===== src/rtl/hazard_ctrl_mc_if.sv =====
// Hazard controller bus: pipeline-stage register fields in, stall/flush/forward controls out.
interface hazard_ctrl_mc_if #(
  parameter int unsigned REG_AW = 5,
  parameter int unsigned CNT_W  = 16
);
  // Decode-stage sources
  logic [REG_AW-1:0] Rs1D;
  logic [REG_AW-1:0] Rs2D;
  // Execute-stage sources and destinations
  logic [REG_AW-1:0] Rs1E;
  logic [REG_AW-1:0] Rs2E;
  logic [REG_AW-1:0] RdE;
  logic [REG_AW-1:0] RdM;
  logic [REG_AW-1:0] RdW;
  logic              RegWriteE;
  logic              RegWriteM;
  logic              RegWriteW;
  logic              LoadE;
  logic              McStartE;
  logic              PCSrcE;
  // Controls back to the datapath
  logic [1:0]        ForwardAE;
  logic [1:0]        ForwardBE;
  logic              StallF;
  logic              StallD;
  logic              StallE;
  logic              FlushD;
  logic              FlushE;
  logic              FlushM;
  logic              mc_busy;
  logic [CNT_W-1:0]  stall_count;

  // Datapath/controller side
  modport master (
    output Rs1D, Rs2D, Rs1E, Rs2E, RdE, RdM, RdW,
    output RegWriteE, RegWriteM, RegWriteW, LoadE, McStartE, PCSrcE,
    input  ForwardAE, ForwardBE, StallF, StallD, StallE,
    input  FlushD, FlushE, FlushM, mc_busy, stall_count
  );

  // Hazard controller side
  modport slave (
    input  Rs1D, Rs2D, Rs1E, Rs2E, RdE, RdM, RdW,
    input  RegWriteE, RegWriteM, RegWriteW, LoadE, McStartE, PCSrcE,
    output ForwardAE, ForwardBE, StallF, StallD, StallE,
    output FlushD, FlushE, FlushM, mc_busy, stall_count
  );
endinterface


===== src/rtl/hazard_ctrl_mc.sv =====
// Hazard controller for a 5-stage pipeline with a multi-cycle execute unit,
// optional M/W-to-E forwarding and a saturating stall-cycle counter.
module hazard_ctrl_mc #(
  parameter int unsigned REG_AW = 5,
  parameter int unsigned MC_LAT = 4,
  parameter int unsigned FWD_EN = 1,
  parameter int unsigned CNT_W  = 16
) (
  input  logic          clk,
  input  logic          reset,
  hazard_ctrl_mc_if.slave bus
);

  localparam int unsigned     MC_W    = (MC_LAT > 1) ? $clog2(MC_LAT) : 1;
  localparam logic [MC_W-1:0] MC_LAST = MC_W'(MC_LAT - 1);
  localparam logic [REG_AW-1:0] R0    = '0;
  localparam logic            L_FWD   = (FWD_EN != 0);

  logic [MC_W-1:0]  r_mc_cnt;
  logic [CNT_W-1:0] r_stall_cnt;

  logic             w_hit_e;
  logic             w_hit_m;
  logic             w_lw_stall;
  logic             w_raw_stall;
  logic             w_mc_stall;
  logic [1:0]       w_fwd_a;
  logic [1:0]       w_fwd_b;
  logic             w_stall_f;
  logic             w_stall_d;
  logic             w_stall_e;
  logic             w_flush_d;
  logic             w_flush_e;
  logic             w_flush_m;
  logic             w_mc_busy;

  // Bypass select for one E-stage source; M is younger so it wins over W.
  function automatic logic [1:0] fwd_sel(
    input logic [REG_AW-1:0] rs,
    input logic              rw_m,
    input logic [REG_AW-1:0] rd_m,
    input logic              rw_w,
    input logic [REG_AW-1:0] rd_w
  );
    logic [1:0] sel;
    sel = 2'b00;
    if (rw_m && (rd_m != R0) && (rd_m == rs)) begin
      sel = 2'b10;
    end else if (rw_w && (rd_w != R0) && (rd_w == rs)) begin
      sel = 2'b01;
    end
    return sel;
  endfunction

  // Hazard detection: D-stage sources against pending E/M writers and the multi-cycle unit.
  always_comb begin
    w_hit_e     = (bus.RdE != R0) && ((bus.RdE == bus.Rs1D) || (bus.RdE == bus.Rs2D));
    w_hit_m     = (bus.RdM != R0) && ((bus.RdM == bus.Rs1D) || (bus.RdM == bus.Rs2D));
    w_lw_stall  = L_FWD && bus.LoadE && w_hit_e;
    // Without bypassing, any in-flight E/M writer blocks D; W writes the RF mid-cycle.
    w_raw_stall = !L_FWD && ((bus.RegWriteE && w_hit_e) || (bus.RegWriteM && w_hit_m));
    w_mc_stall  = bus.McStartE && (r_mc_cnt != MC_LAST);
  end

  // Operand bypass selects; they keep tracking M/W while E is held by the multi-cycle unit.
  always_comb begin
    w_fwd_a = 2'b00;
    w_fwd_b = 2'b00;
    if (L_FWD) begin
      w_fwd_a = fwd_sel(bus.Rs1E, bus.RegWriteM, bus.RdM, bus.RegWriteW, bus.RdW);
      w_fwd_b = fwd_sel(bus.Rs2E, bus.RegWriteM, bus.RdM, bus.RegWriteW, bus.RdW);
    end
  end

  // Stall/flush priority: reset, multi-cycle hold, taken branch, data hazard.
  always_comb begin
    w_stall_f = 1'b0;
    w_stall_d = 1'b0;
    w_stall_e = 1'b0;
    w_flush_d = 1'b0;
    w_flush_e = 1'b0;
    w_flush_m = 1'b0;
    w_mc_busy = 1'b0;
    if (reset) begin
      w_flush_d = 1'b1;
      w_flush_e = 1'b1;
      w_flush_m = 1'b1;
    end else if (w_mc_stall) begin
      w_stall_f = 1'b1;
      w_stall_d = 1'b1;
      w_stall_e = 1'b1;
      w_flush_m = 1'b1;
      w_mc_busy = 1'b1;
    end else if (bus.PCSrcE) begin
      // The D instruction is discarded, so a hazard it carries is moot.
      w_flush_d = 1'b1;
      w_flush_e = 1'b1;
    end else if (w_lw_stall || w_raw_stall) begin
      w_stall_f = 1'b1;
      w_stall_d = 1'b1;
      w_flush_e = 1'b1;
    end
  end

  // Drive the bus; forwarding is forced to the register file while in reset.
  always_comb begin
    bus.ForwardAE   = reset ? 2'b00 : w_fwd_a;
    bus.ForwardBE   = reset ? 2'b00 : w_fwd_b;
    bus.StallF      = w_stall_f;
    bus.StallD      = w_stall_d;
    bus.StallE      = w_stall_e;
    bus.FlushD      = w_flush_d;
    bus.FlushE      = w_flush_e;
    bus.FlushM      = w_flush_m;
    bus.mc_busy     = w_mc_busy;
    bus.stall_count = r_stall_cnt;
  end

  // Multi-cycle occupancy counter; returns to zero on the release cycle or when the op leaves E.
  always_ff @(posedge clk) begin
    if (reset) begin
      r_mc_cnt <= '0;
    end else if (w_mc_stall) begin
      r_mc_cnt <= r_mc_cnt + 1'b1;
    end else begin
      r_mc_cnt <= '0;
    end
  end

  // Saturating count of fetch-stall cycles.
  always_ff @(posedge clk) begin
    if (reset) begin
      r_stall_cnt <= '0;
    end else if (w_stall_f && (r_stall_cnt != '1)) begin
      r_stall_cnt <= r_stall_cnt + 1'b1;
    end
  end

endmodule


===== src/flat_wrapper.sv =====
// flat-port wrapper written by rule: the top's interface ports become plain ports
module hazard_ctrl_mc_flat 
#(
  parameter int unsigned REG_AW = 5,
  parameter int unsigned MC_LAT = 4,
  parameter int unsigned FWD_EN = 1,
  parameter int unsigned CNT_W  = 16
)
  (clk, reset, bus_Rs1D, bus_Rs2D, bus_Rs1E, bus_Rs2E, bus_RdE, bus_RdM, bus_RdW, bus_RegWriteE, bus_RegWriteM, bus_RegWriteW, bus_LoadE, bus_McStartE, bus_PCSrcE, bus_ForwardAE, bus_ForwardBE, bus_StallF, bus_StallD, bus_StallE, bus_FlushD, bus_FlushE, bus_FlushM, bus_mc_busy, bus_stall_count);
  hazard_ctrl_mc_if #(.REG_AW(REG_AW), .CNT_W(CNT_W)) bus_i ();
  input  logic clk;
  input  logic reset;
  input wire logic [$bits(bus_i.Rs1D)-1:0] bus_Rs1D;
  input wire logic [$bits(bus_i.Rs2D)-1:0] bus_Rs2D;
  input wire logic [$bits(bus_i.Rs1E)-1:0] bus_Rs1E;
  input wire logic [$bits(bus_i.Rs2E)-1:0] bus_Rs2E;
  input wire logic [$bits(bus_i.RdE)-1:0] bus_RdE;
  input wire logic [$bits(bus_i.RdM)-1:0] bus_RdM;
  input wire logic [$bits(bus_i.RdW)-1:0] bus_RdW;
  input wire logic [$bits(bus_i.RegWriteE)-1:0] bus_RegWriteE;
  input wire logic [$bits(bus_i.RegWriteM)-1:0] bus_RegWriteM;
  input wire logic [$bits(bus_i.RegWriteW)-1:0] bus_RegWriteW;
  input wire logic [$bits(bus_i.LoadE)-1:0] bus_LoadE;
  input wire logic [$bits(bus_i.McStartE)-1:0] bus_McStartE;
  input wire logic [$bits(bus_i.PCSrcE)-1:0] bus_PCSrcE;
  output wire logic [$bits(bus_i.ForwardAE)-1:0] bus_ForwardAE;
  output wire logic [$bits(bus_i.ForwardBE)-1:0] bus_ForwardBE;
  output wire logic [$bits(bus_i.StallF)-1:0] bus_StallF;
  output wire logic [$bits(bus_i.StallD)-1:0] bus_StallD;
  output wire logic [$bits(bus_i.StallE)-1:0] bus_StallE;
  output wire logic [$bits(bus_i.FlushD)-1:0] bus_FlushD;
  output wire logic [$bits(bus_i.FlushE)-1:0] bus_FlushE;
  output wire logic [$bits(bus_i.FlushM)-1:0] bus_FlushM;
  output wire logic [$bits(bus_i.mc_busy)-1:0] bus_mc_busy;
  output wire logic [$bits(bus_i.stall_count)-1:0] bus_stall_count;
  assign bus_i.Rs1D = bus_Rs1D;
  assign bus_i.Rs2D = bus_Rs2D;
  assign bus_i.Rs1E = bus_Rs1E;
  assign bus_i.Rs2E = bus_Rs2E;
  assign bus_i.RdE = bus_RdE;
  assign bus_i.RdM = bus_RdM;
  assign bus_i.RdW = bus_RdW;
  assign bus_i.RegWriteE = bus_RegWriteE;
  assign bus_i.RegWriteM = bus_RegWriteM;
  assign bus_i.RegWriteW = bus_RegWriteW;
  assign bus_i.LoadE = bus_LoadE;
  assign bus_i.McStartE = bus_McStartE;
  assign bus_i.PCSrcE = bus_PCSrcE;
  assign bus_ForwardAE = bus_i.ForwardAE;
  assign bus_ForwardBE = bus_i.ForwardBE;
  assign bus_StallF = bus_i.StallF;
  assign bus_StallD = bus_i.StallD;
  assign bus_StallE = bus_i.StallE;
  assign bus_FlushD = bus_i.FlushD;
  assign bus_FlushE = bus_i.FlushE;
  assign bus_FlushM = bus_i.FlushM;
  assign bus_mc_busy = bus_i.mc_busy;
  assign bus_stall_count = bus_i.stall_count;
  hazard_ctrl_mc #(.REG_AW(REG_AW), .MC_LAT(MC_LAT), .FWD_EN(FWD_EN), .CNT_W(CNT_W)) u_core (.clk(clk), .reset(reset), .bus(bus_i));
endmodule

===== config.mk =====
export PLATFORM = sky130hd
export DESIGN_NAME = hazard_ctrl_mc_flat
export DESIGN_NICKNAME = d
export VERILOG_FILES = /design/src/rtl/hazard_ctrl_mc_if.sv /design/src/rtl/hazard_ctrl_mc.sv /design/src/flat_wrapper.sv
export SDC_FILE = /design/constraint.sdc
export NUM_CORES = 1
export LEC_CHECK = 0
export ABC_AREA = 1
export CAP_MARGIN = 20
export CORE_ASPECT_RATIO = 1.2
export CORE_MARGIN = 2
export CORE_UTILIZATION = 46
export CTS_CLUSTER_DIAMETER = 80
export DETAILED_ROUTE_END_ITERATION = 8
export PLACE_DENSITY_LB_ADDON = 0.12
export SYNTH_ARGS = -nofsm -noshare
export SYNTH_HDL_FRONTEND = slang
export SYNTH_SLANG_ARGS = --single-unit

===== constraint.sdc =====
create_clock -name clk -period 4.7 [get_ports clk]
set_input_delay 1.41 -clock clk [delete_from_list [all_inputs] [get_ports clk]]
set_output_delay 1.41 -clock clk [all_outputs]
set_load 0.05 [all_outputs]

* Word-level counts from Yosys, hierarchy flattened
Cells that the tools add are included.
** Operators by class
- Divide/modulo/power cells :: 0
- Magnitude comparators :: 0
- Muxes and demuxes :: 19
- Equality and inequality tests :: 8
- Reduce and logical (&&, ||, !) cells :: 15
- Bitwise gates (word level) :: 1
- Shifts and indexed selects :: 0
- $mul :: 0
- Add/sub/neg operators :: 2
** Operator list (number)
- $eq 5x5->1 :: 6
- $add 16x1->16 const B :: 1
- $ne 16x16->1 const B :: 1
- $mux 1 :: 15
- $reduce_bool 5->1 :: 3
- $logic_and 1x1->1 :: 10
- $mux 2 :: 4
- $add 2x1->2 const B :: 1
- $ne 2x2->1 const B :: 1
- $reduce_or 2->1 :: 1
- $logic_or 1x1->1 :: 1
- $not 1->1 :: 1
** Word-level totals
- RAM bits :: 0
- Latch bits :: 0
- Bits in registers :: 18
- Input port bits :: 43
- Memories kept :: 0
- Memory bits (read-only) :: 0

* Logic depth before layout (Yosys ltp)
- Depth in word-level cells :: 9
- Gate-level depth with buffers :: 12
- Mapped depth without buffers :: 11

* Worst setup path before layout
Ideal clock, no wire load.
- Kind :: input port to output port
- From :: in bus_McStartE
- To :: out bus_StallF
- Stages on the path :: 9
- Required time :: 3290 ps
- Arrival :: 3140 ps
- Slack :: 150 ps
- Cells stage by stage :: inv_1 -> nor2_1 -> inv_1 -> nor2_1 -> inv_1 -> nand2_2 -> buf_6 -> buf_12 -> buf_4
** Between the ends
- Cells in the longest elaborated chain, start to end :: 3
** RTL lines
- start, declared :: RTL line flat_wrapper.sv:24 : input wire logic [$bits(bus_i.McStartE)-1:0] bus_McStartE;
- $logic_and 1x1->1 :: RTL line hazard_ctrl_mc.sv:62 : w_mc_stall = bus.McStartE && (r_mc_cnt != MC_LAST);
- $mux 1 (2 in a row)
- end, declared :: RTL line flat_wrapper.sv:28 : output wire logic [$bits(bus_i.StallF)-1:0] bus_StallF;
No other way between the ends.

* Final worst setup path
- From :: in bus_RdM[2]
- To :: out bus_ForwardAE[1]
** Between the ends
- Cells in the longest elaborated chain, start to end :: 5
- Elaborated cells between the ends (all ways) :: 6
** RTL lines
- start, declared :: RTL line flat_wrapper.sv:18 : input wire logic [$bits(bus_i.RdM)-1:0] bus_RdM;
- $reduce_bool 5->1
- $logic_and 1x1->1 :: RTL line hazard_ctrl_mc.sv:47 : if (rw_m && (rd_m != R0) && (rd_m == rs)) begin
- $logic_and 1x1->1 (*) :: RTL line hazard_ctrl_mc.sv:47
- $mux 2 (*) :: RTL line hazard_ctrl_mc.sv:47
- $mux 2 (*) :: RTL line hazard_ctrl_mc.sv:107 : bus.ForwardAE = reset ? 2'b00 : w_fwd_a;
- end, declared :: RTL line flat_wrapper.sv:26 : output wire logic [$bits(bus_i.ForwardAE)-1:0] bus_ForwardAE;
Mark *: on every way between the ends. The rest lies on a longest branch, timed or not.

==> impl_metrics.yaml <==
status:
  outcome: "complete, no violations"
global_routing:
  overflow: 0
  grt_pass1_vias: 1647
  grt_max_degree: 20
  track_usage: 0.203
  grt_pass1_wl_um: 6410
  antenna_found_initial: 0
floorplanning:
  die_y_um: 68.3
  initial_core_util: 0.479
  core_area_um2: 3310
  num_rows: 23
  dieArea_um2: 3930
  fp.dieW_um: 57.6
  io_pins: 70
sta:
  fmax_mhz: 225
  layout_min_cycle_time_ps: 4440
  fin_skew_ps: 1.24
  finalMaxSlewViolations: 0
  timing.slew.headroom: 0.659
  tns_ps: 0
  setup_viol: 0
  hold_viol: 0
  worst_slew_pin_slew_ps: 510
  fin_crit_sh: 0.944
  rsz0062_at_grt: "false"
  worst_slack_ps: 264
setup_path:
  cp_slowest_stage_delay_ps: 480
  crit_slowest_cell: "clkdlybuf4s50_1"
  endpoint: "bus_ForwardAE[1]"
  r2r-start: "u_core.bus.stall_count[0]"
  r2r_cells: 7
  timing.rr.end: "u_core.bus.stall_count[11]"
  regToRegSetupSlack_ps: 2690
  critical_path.cell_chain: "clkdlybuf4s50_1, xor2_1, or2_2, nor4_1, inv_1, nor2_1, buf_12"
  crit_path_start: "bus_RdM[2]"
  worstSetupPathType: "primary input to primary output"
  crit_arrival_ps: 3030
  cp-end-kind: "primary output"
  cp.required_ps: 3290
  worst-path-max-fanout: 4
  startpoint_type: "primary input"
power:
  p_leak_nw: 0.989
  power_mw: 0.396
  vdd.ir_drop.worst_mv: 0.147
  power.density_nw_per_um2: 165
yosys:
  synth_area_um2: 1580
  synth.net_count: 297
  postSynthAreaPerCell_um2: 6.29
  yosysSeqAreaShare: 0.227
  ys_warn_count: 0
  synth_seq_cells: 18
  yosysUniqueCellTypes: 25
  syn_inst: 252
hold_path:
  hold_class: "flop to flop"
  hold_depth: 1
finish:
  final_util: 0.726
  area_delta_synth_final_pct: 51.7
  final_nets: 364
  diodes: 0
  drive_above_1_share: 0.0915
  fillCellCount: 275
routing:
  wl_um: 3900
  ant_nets: 0
  drt_pre_antenna_iters: 4
  drtIter0Drc: 75
  via_per_inst: 5.10
  drcViolationCount: 0
  vias: 1806
  wl_per_cell_um: 11.0
clocking:
  cts_max_level: 1
  cts_resized: 0
  post_cts_buffers: 0
  cts_sinks: 18
  clkLatencyLatePin_ps: 250
  cts.clk_slew.worst_paths_ps: 70
  cts_tree: "yes"
  cts-hold-fix-buffers: 0
  numCtsBuffers: 3
  root_buffer: "clkbuf_8"
  clockBufferDepth: 2
placed_design:
  hpwl_um: 3080
  place.gp.congestion: 0.838
  port_buffers: 68
  dp_worst_setup_slack_ps: 254
flow_run:
  drv_cap: 0
-- cells in the final DEF (no fill, tap or decap), drive strengths merged, types with 3 or more instances in the layout --
cell type      instances
nand2                 62
clkdlybuf4s50         57
nor2                  33
nand3                 31
inv                   29
a21oi                 20
dfxtp                 18
xnor2                 15
xor2                  14
buf                   14
o21ai                  4
nor3                   4
nor4                   3
clkbuf                 3
nand4                  3
-- stage by stage --
stage	cell area (um^2)	instances	hold WS, ps
floorplan	1580	252	399
global route	2400	354	465
global placement	2360	351	410
finish	2400	354	434
detailed placement	2360	351	420
CTS	2400	354	430
-- sequential cells by signal (all words and copies together), names as in the netlist --
name                    flops
u_core.bus.stall_count     16
u_core.r_mc_cnt             2
-- synthesized netlist by cell type --
cell	n	share of area
nand4_1	2	0.0079
nor2_1	31	0.073
a21oi_1	20	0.063
buf_4	4	0.019
xnor2_1	15	0.083
inv_1	25	0.059
o22ai_1	1	0.0040
inv_2	4	0.0095
or2_2	2	0.0079
nand2_2	2	0.0079
o211ai_1	2	0.0095
nand4_4	1	0.013
nand3_1	30	0.095
nor2_2	2	0.0079
buf_6	2	0.014
xor2_1	14	0.077
nand2_1	60	0.14
nor4_1	3	0.012
nor3_1	4	0.013
o21ai_0	4	0.013
ha_1	2	0.016
buf_12	1	0.013
dfxtp_1	18	0.23
nand3_2	1	0.0063
buf_2	2	0.0063
-- per-layer routing --
| metal | global-route usage | share of wire | vias to the layer above |
|---|---|---|---|
| li1 | - | - | 934 |
| met2 | 0.401 | 0.53 | 78 |
| met1 | 0.214 | 0.39 | 779 |
| met3 | 0.0132 | 0.053 | 15 |
| met5 | 0 | 0 | - |
| met4 | 0.105 | 0.029 | 0 |
-- critical path, delay by kind of cell --
kind                   cells  cell delay (ps)
buffers and inverters      3              710
AND/OR/NAND/NOR            3              740
XOR/XNOR                   1              170
-- cell families (layout without fill, tap and decap cells) --
logic type	count (synthesis)	in the layout	synth area share
xor+xnor	29	29	0.160
fa+ha+maj	2	2	0.0158
simple gates	138	138	0.386
flops	18	18	0.227
compound gates	27	27	0.0893
buf+inv	38	103	0.121
-- power by group --
group | internal, mW | switching [mW] | leakage, nW
sequential | 0.154 | 0.00210 | 0.146
clock | 0.0569 | 0.0495 | 0.0216
combinational | 0.0684 | 0.0649 | 0.822
total | 0.280 | 0.117 | 0.989
-- layout make-up --
| cell class | count | area, um^2 | area share |
|---|---|---|---|
| flip-flops and latches | 18 | 360 | 0.150 |
| repair buffers | 71 | 813 | 0.339 |
| multi-input cells | 196 | 1030 | 0.430 |
| clock buffers | 3 | 41.3 | 0.0172 |
| inverters | 29 | 109 | 0.0453 |
| well taps | 37 | 46.3 | 0.0193 |
-- how the worst min path moves through the flow --
stage | startpoint | end
5_1_grt | u_core.r_mc_cnt[0] | u_core.r_mc_cnt[0]
4_1_cts | u_core.r_mc_cnt[0] | u_core.r_mc_cnt[0]
3_3_place_gp | u_core.r_mc_cnt[0] | u_core.r_mc_cnt[0]
2_1_floorplan | u_core.r_mc_cnt[0] | u_core.r_mc_cnt[0]
3_5_place_dp | u_core.r_mc_cnt[0] | u_core.r_mc_cnt[0]
6_report | u_core.r_mc_cnt[0] | u_core.r_mc_cnt[0]
Power figures use the tool's default switching activity.
